--- src/rtl/inst_loader.sv ---
// inst_loader: boot loader turning a big-endian byte stream into sequential instruction-memory writes; holds the CPU in reset until done.
// Latency: a word is written the cycle after its 4th byte is accepted; done rises two cycles after the final data byte (one after the checksum byte).
// Backpressure: in_ready high only in byte-accepting states, no stall between words; optional trailing XOR checksum under LOADER_CHECKSUM_EN.
module inst_loader #(
  parameter int ADDR_W = 8
) (
  input  logic              clk,
  input  logic              rst,
  input  logic              in_valid,
  input  logic [7:0]        in_data,
  output logic              in_ready,
  input  logic              reload,
  output logic              mem_we,
  output logic [ADDR_W-1:0] mem_addr,
  output logic [31:0]       mem_wdata,
  output logic              cpu_rst,
  output logic              done,
  output logic              err
);

`ifdef LOADER_CHECKSUM_EN
  typedef enum logic [2:0] {S_CNT_HI, S_CNT_LO, S_WORD, S_FIN, S_CHK, S_DONE, S_ERR} state_t;
`else
  typedef enum logic [2:0] {S_CNT_HI, S_CNT_LO, S_WORD, S_FIN, S_DONE, S_ERR} state_t;
`endif

  state_t            state, state_n;
  logic              accept;
  logic              in_ready_n;
  logic [7:0]        cnt_hi;
  logic [15:0]       count;
  logic [ADDR_W:0]   wcnt, wcnt_inc;
  logic [1:0]        idx;
  logic [23:0]       shreg;
  logic [16:0]       new_count;
  logic [16:0]       depth;
  logic              last_word;
`ifdef LOADER_CHECKSUM_EN
  logic [7:0]        csum;
`endif

  assign accept    = in_valid && in_ready;
  assign new_count = {1'b0, cnt_hi, in_data};
  assign depth     = 17'd1 << ADDR_W;
  // Word counter is one bit wider than the address so N = depth compares without wrapping.
  assign wcnt_inc  = wcnt + {{ADDR_W{1'b0}}, 1'b1};
  assign last_word = (17'(wcnt_inc) == {1'b0, count});

  assign done    = (state == S_DONE);
  assign err     = (state == S_ERR);
  assign cpu_rst = (state != S_DONE);

  // State register.
  always_ff @(posedge clk or posedge rst) begin
    if (rst) state <= S_CNT_HI;
    else     state <= state_n;
  end

  // Next-state decode; in_ready is registered from the next state so it is low out of reset.
  always_comb begin
    state_n    = state;
    in_ready_n = 1'b0;
    case (state)
      S_CNT_HI: if (accept) state_n = S_CNT_LO;
      S_CNT_LO: begin
        if (accept) begin
          if (new_count > depth)        state_n = S_ERR;
          else if (new_count == 17'd0)  state_n = S_FIN;
          else                          state_n = S_WORD;
        end
      end
      S_WORD: if (accept && idx == 2'd3 && last_word) state_n = S_FIN;
`ifdef LOADER_CHECKSUM_EN
      S_FIN: state_n = S_CHK;
      S_CHK: if (accept) state_n = (in_data == csum) ? S_DONE : S_ERR;
`else
      S_FIN: state_n = S_DONE;
`endif
      S_DONE, S_ERR: if (reload) state_n = S_CNT_HI;
      default: state_n = S_CNT_HI;
    endcase
`ifdef LOADER_CHECKSUM_EN
    in_ready_n = (state_n == S_CNT_HI) || (state_n == S_CNT_LO) ||
                 (state_n == S_WORD)   || (state_n == S_CHK);
`else
    in_ready_n = (state_n == S_CNT_HI) || (state_n == S_CNT_LO) || (state_n == S_WORD);
`endif
  end

  // Byte assembly, word counting and the single-cycle memory write.
  always_ff @(posedge clk or posedge rst) begin
    if (rst) begin
      in_ready  <= 1'b0;
      mem_we    <= 1'b0;
      mem_addr  <= '0;
      mem_wdata <= '0;
      cnt_hi    <= '0;
      count     <= '0;
      wcnt      <= '0;
      idx       <= '0;
      shreg     <= '0;
    end else begin
      in_ready <= in_ready_n;
      mem_we   <= 1'b0;
      case (state)
        S_CNT_HI: if (accept) cnt_hi <= in_data;
        S_CNT_LO: begin
          if (accept) begin
            count <= {cnt_hi, in_data};
            wcnt  <= '0;
            idx   <= '0;
          end
        end
        S_WORD: begin
          if (accept) begin
            idx <= idx + 2'd1;
            if (idx == 2'd3) begin
              mem_we    <= 1'b1;
              mem_wdata <= {shreg, in_data};
              mem_addr  <= wcnt[ADDR_W-1:0];
              wcnt      <= wcnt_inc;
            end else begin
              shreg <= {shreg[15:0], in_data};
            end
          end
        end
        S_DONE, S_ERR: begin
          if (reload) begin
            wcnt <= '0;
            idx  <= '0;
          end
        end
        default: ;
      endcase
    end
  end

`ifdef LOADER_CHECKSUM_EN
  // Running XOR of data bytes only; restarted when a new count has been taken.
  always_ff @(posedge clk or posedge rst) begin
    if (rst)                              csum <= '0;
    else if (state == S_CNT_LO && accept) csum <= '0;
    else if (state == S_WORD && accept)   csum <= csum ^ in_data;
  end
`endif

endmodule

--- config.mk ---
export PLATFORM = sky130hd
export DESIGN_NAME = inst_loader
export DESIGN_NICKNAME = d
export VERILOG_FILES = /design/src/rtl/inst_loader.sv
export SDC_FILE = /design/constraint.sdc
export NUM_CORES = 1
export LEC_CHECK = 0
export CAP_MARGIN = 20
export CORE_MARGIN = 2
export CORE_UTILIZATION = 27
export DETAILED_ROUTE_END_ITERATION = 10
export PLACE_DENSITY = 0.43
export SLEW_MARGIN = 5
export SYNTH_ARGS = -nofsm -noshare
export SYNTH_HDL_FRONTEND = slang
export SYNTH_SLANG_ARGS = --single-unit
--- constraint.sdc ---
create_clock -name clk -period 6.5 [get_ports clk]
set_input_delay 1.625 -clock clk [delete_from_list [all_inputs] [get_ports clk]]
set_output_delay 1.625 -clock clk [all_outputs]
set_load 0.02 [all_outputs]
==> load_flow_metrics.sql <==
INSERT INTO impl_metrics (metric_group, metric, value, unit) VALUES
('hold_path', 'hp-start', 'mem_addr[6]$_DFFE_PP0P_', ''),
('setup_path', 'timing.critical_path.arrival', '4260', 'ps'),
('job', 'max_cap_violations', '0', ''),
('floorplan', 'fp.dieArea', '17600', 'um^2'),
('drt', 'drt_pass1_iterations', '4', ''),
('run_status', 'status', 'finished clean', ''),
('drt', 'post_drt_antenna_nets', '0', ''),
('setup_path', 'worst-setup-path-type', 'primary input to flip-flop', ''),
('global_route', 'aggregate_global_route_resource_usage', '0.129', ''),
('placement', 'place.port_buffers', '56', ''),
('clocking', 'cts_bufs_inserted', '9', ''),
('clocking', 'tritoncts_clock_tree', 'yes', ''),
('global_route', 'global_route.peak_usage_layer', 'met2', ''),
('logic_synthesis', 'synth.cell_area', '4470', 'um^2'),
('logic_synthesis', 'dominantRegCellSynth', 'sky130_fd_sc_hd__dfrtp_1', ''),
('setup_path', 'critical_path.max_stage_delay', '520', 'ps'),
('drt', 'totalWireLength', '10500', 'um'),
('drt', 'detail_route.wl_per_cell', '15.1', 'um'),
('hold_path', 'hold-path-cell-count', '2', ''),
('cells_and_area', 'area_delta_synth_final', '24.2', '%'),
('clocking', 'cts.repair.resized', '0', ''),
('global_route', 'grt_antenna_before_repair', '0', ''),
('cells_and_area', 'layout.cells.non_filler', '697', ''),
('setup_path', 'data_required_time_of_the_worst_path', '6730', 'ps'),
('global_route', 'grtUsageMet2', '0.193', ''),
('drt', 'post_drt_via_cell_ratio', '4.61', ''),
('sta', 'maxClockFrequency', '0.248', 'GHz'),
('setup_path', 'critical-path-slowest-cell', 'sky130_fd_sc_hd__or3_2', ''),
('floorplan', 'design.core.area', '16400', 'um^2'),
('logic_synthesis', 'synth_top_cells_by_area', 'sky130_fd_sc_hd__dfrtp_1, sky130_fd_sc_hd__mux2_2, sky130_fd_sc_hd__nand2_1', ''),
('clocking', 'clkLatencyLatePin', '350', 'ps'),
('sta', 'period_share', '0.620', ''),
('placement', 'numPlacedInstances', '681', ''),
('setup_path', 'worstPathCellList', 'clkdlybuf4s50_1, nand2_1, or3_2, buf_4, clkinv_4, nand4b_1, or4_1, o21a_1', ''),
('logic_synthesis', 'postSynthCellCount', '421', ''),
('logic_synthesis', 'synth_cell_types', '46', ''),
('floorplan', 'io_pins', '57', ''),
('sta', 'post-route-worst-setup-slack', '2470', 'ps'),
('pwr', 'power.ir.vdd_worst', '0.124', 'mV'),
('placement', 'detailedPlace.worstSlack', '2120', 'ps'),
('pwr', 'total_power', '1.74', 'mW'),
('global_route', 'grt_max_degree', '63', ''),
('sta', 'final_period_minus_worst_setup_slack', '4030', 'ps'),
('cells_and_area', 'post_route_cells_drive_above_1_share', '0.159', ''),
('global_route', 'grt.met1_usage', '0.181', ''),
('logic_synthesis', 'yosys_warnings', '0', ''),
('setup_path', 'cp-start-kind', 'primary input', ''),
('global_route', 'grt_util_met3', '0.0307', ''),
('clocking', 'ctsRootBufferMaster', 'sky130_fd_sc_hd__clkbuf_16', ''),
('sta', 'max_slew_margin', '0.381', ''),
('placement', 'half_perimeter_wire_length_of_the_detailed_placement_result', '6940', 'um'),
('setup_path', 'setup.worst_path.end_class', 'flip-flop', ''),
('logic_synthesis', 'synth_largest_area_cell', 'sky130_fd_sc_hd__dfrtp_1', ''),
('logic_synthesis', 'synthesis.nets', '435', ''),
('setup_path', 'critical_path.max_fanout', '53', ''),
('clocking', 'worst_setup_hold_path_clk_slew', '70', 'ps'),
('setup_path', 'timing.reg2reg.worst_path_depth', '7', ''),
('global_route', 'grt_overflow_total', '0', ''),
('cells_and_area', 'antenna_diode_instance_count', '0', ''),
('logic_synthesis', 'synth_edf_count', '0', ''),
('setup_path', 'worst-r2r-setup-slack', '3690', 'ps'),
('floorplan', 'start_util', '0.272', ''),
('floorplan', 'die_y', '133', 'um'),
('pwr', 'cellPowerDensity', '313', 'nW/um^2'),
('cells_and_area', 'nNetsFinal', '486', ''),
('placement', 'gpl.final_weighted_congestion', '0.765', ''),
('sta', 'fin_setup_tns', '0', 'ps'),
('logic_synthesis', 'synth-async-reset-ratio', '1.00', ''),
('global_route', 'first_pass_grt_wire_length', '17900', 'um'),
('sta', 'finClkSkew', '7.06', 'ps'),
('floorplan', 'std_cell_rows', '47', '');
## where the power goes
part / internal (mW) / switching, mW / total [mW]
sequential: 0.756 / 0.0877 / 0.844
clock: 0.304 / 0.239 / 0.543
combinational: 0.188 / 0.161 / 0.349
## cells by family after synthesis
group / count (synthesis) / synth area share
buffers and inverters: 27 / 0.0283
DFF: 104 / 0.582
AOI/OAI and AO/OA: 51 / 0.0694
adders and majority gates: 2 / 0.00560
and+or+nand+nor: 177 / 0.170
xor gates and xnor gates: 11 / 0.0216
muxes: 49 / 0.123
## flip-flops by register name (all words and copies together) (netlist names)
name       flops
mem_wdata     32
shreg         24
count         16
wcnt           9
cnt_hi         8
mem_addr       8
state          3
idx            2
in_ready       1
mem_we         1
## layout make-up
cell class                      count  area [um^2]
Fill cell                        1663        10900
Sequential cell                   104         2600
Multi-Input combinational cell    290         1750
Timing Repair Buffer               60          591
Clock buffer                       13          280
Tap cell                          220          275
Inverter                            7         33.8
Clock inverter                      3         22.5
## worst max-delay path by stage
stage	to	slack [ps]
global route	in_ready$_DFF_PP0_	2310
floorplan	cnt_hi[0]$_DFFE_PP0P_	2140
global placement	in_ready$_DFF_PP0_	2150
detailed placement	in_ready$_DFF_PP0_	2120
finish	in_ready$_DFF_PP0_	2470
CTS	in_ready$_DFF_PP0_	2480
## layout by cell type, fill, tap and decap left out, drive strengths merged, types with 2 or more instances in the layout
master,netlist,layout
or4,2,2
xor2,4,4
inv,6,7
buf,6,4
ha,2,2
nand4,2,2
or3,2,2
mux2,47,47
dfrtp,104,104
xnor2,7,7
nor3,5,5
clkinv,1,3
clkbuf,14,13
mux2i,2,2
or2,2,2
nor2,8,8
and3,4,4
nor4,5,5
nand2b,2,2
a21oi,11,11
nand2,132,132
clkdlybuf4s50,0,56
and2,3,3
o31ai,4,4
o21ai,20,20
a31oi,4,4
nand3,6,6
## synth_stat cells (3+ instances only)
master                       n
sky130_fd_sc_hd__nand2_1   132
sky130_fd_sc_hd__dfrtp_1   104
sky130_fd_sc_hd__mux2_2     47
sky130_fd_sc_hd__o21ai_0    19
sky130_fd_sc_hd__clkbuf_1   14
sky130_fd_sc_hd__a21oi_1    11
sky130_fd_sc_hd__nor2_1      8
sky130_fd_sc_hd__xnor2_1     7
sky130_fd_sc_hd__inv_1       6
sky130_fd_sc_hd__nand3_1     6
sky130_fd_sc_hd__nor4_1      5
sky130_fd_sc_hd__a31oi_1     4
sky130_fd_sc_hd__and3_1      4
sky130_fd_sc_hd__buf_2       4
sky130_fd_sc_hd__nor3_1      4
sky130_fd_sc_hd__o31ai_1     4
sky130_fd_sc_hd__xor2_1      4
sky130_fd_sc_hd__and2_1      3
## metrics by stage
step	cell area [um^2]	utilization
after floorplan	4470	-
after global placement	5250	0.320
after detailed placement	5250	0.320
after CTS	5550	0.338
after global routing	5550	0.338
final	5550	0.338
## critical path: cells and delay by family
kind,cells,cell delay [ps]
AND/OR/NAND/NOR,4,1290
buffers and inverters,3,1140
AO/OA/AOI/OAI,1,190
## per-layer routing
metal	part of all wire	wire length [um]
met3	0.045	470
met5	0	0
met4	0.017	180
met2	0.45	4740
met1	0.49	5140
No activity file was read; power rests on OpenSTA's default activity.
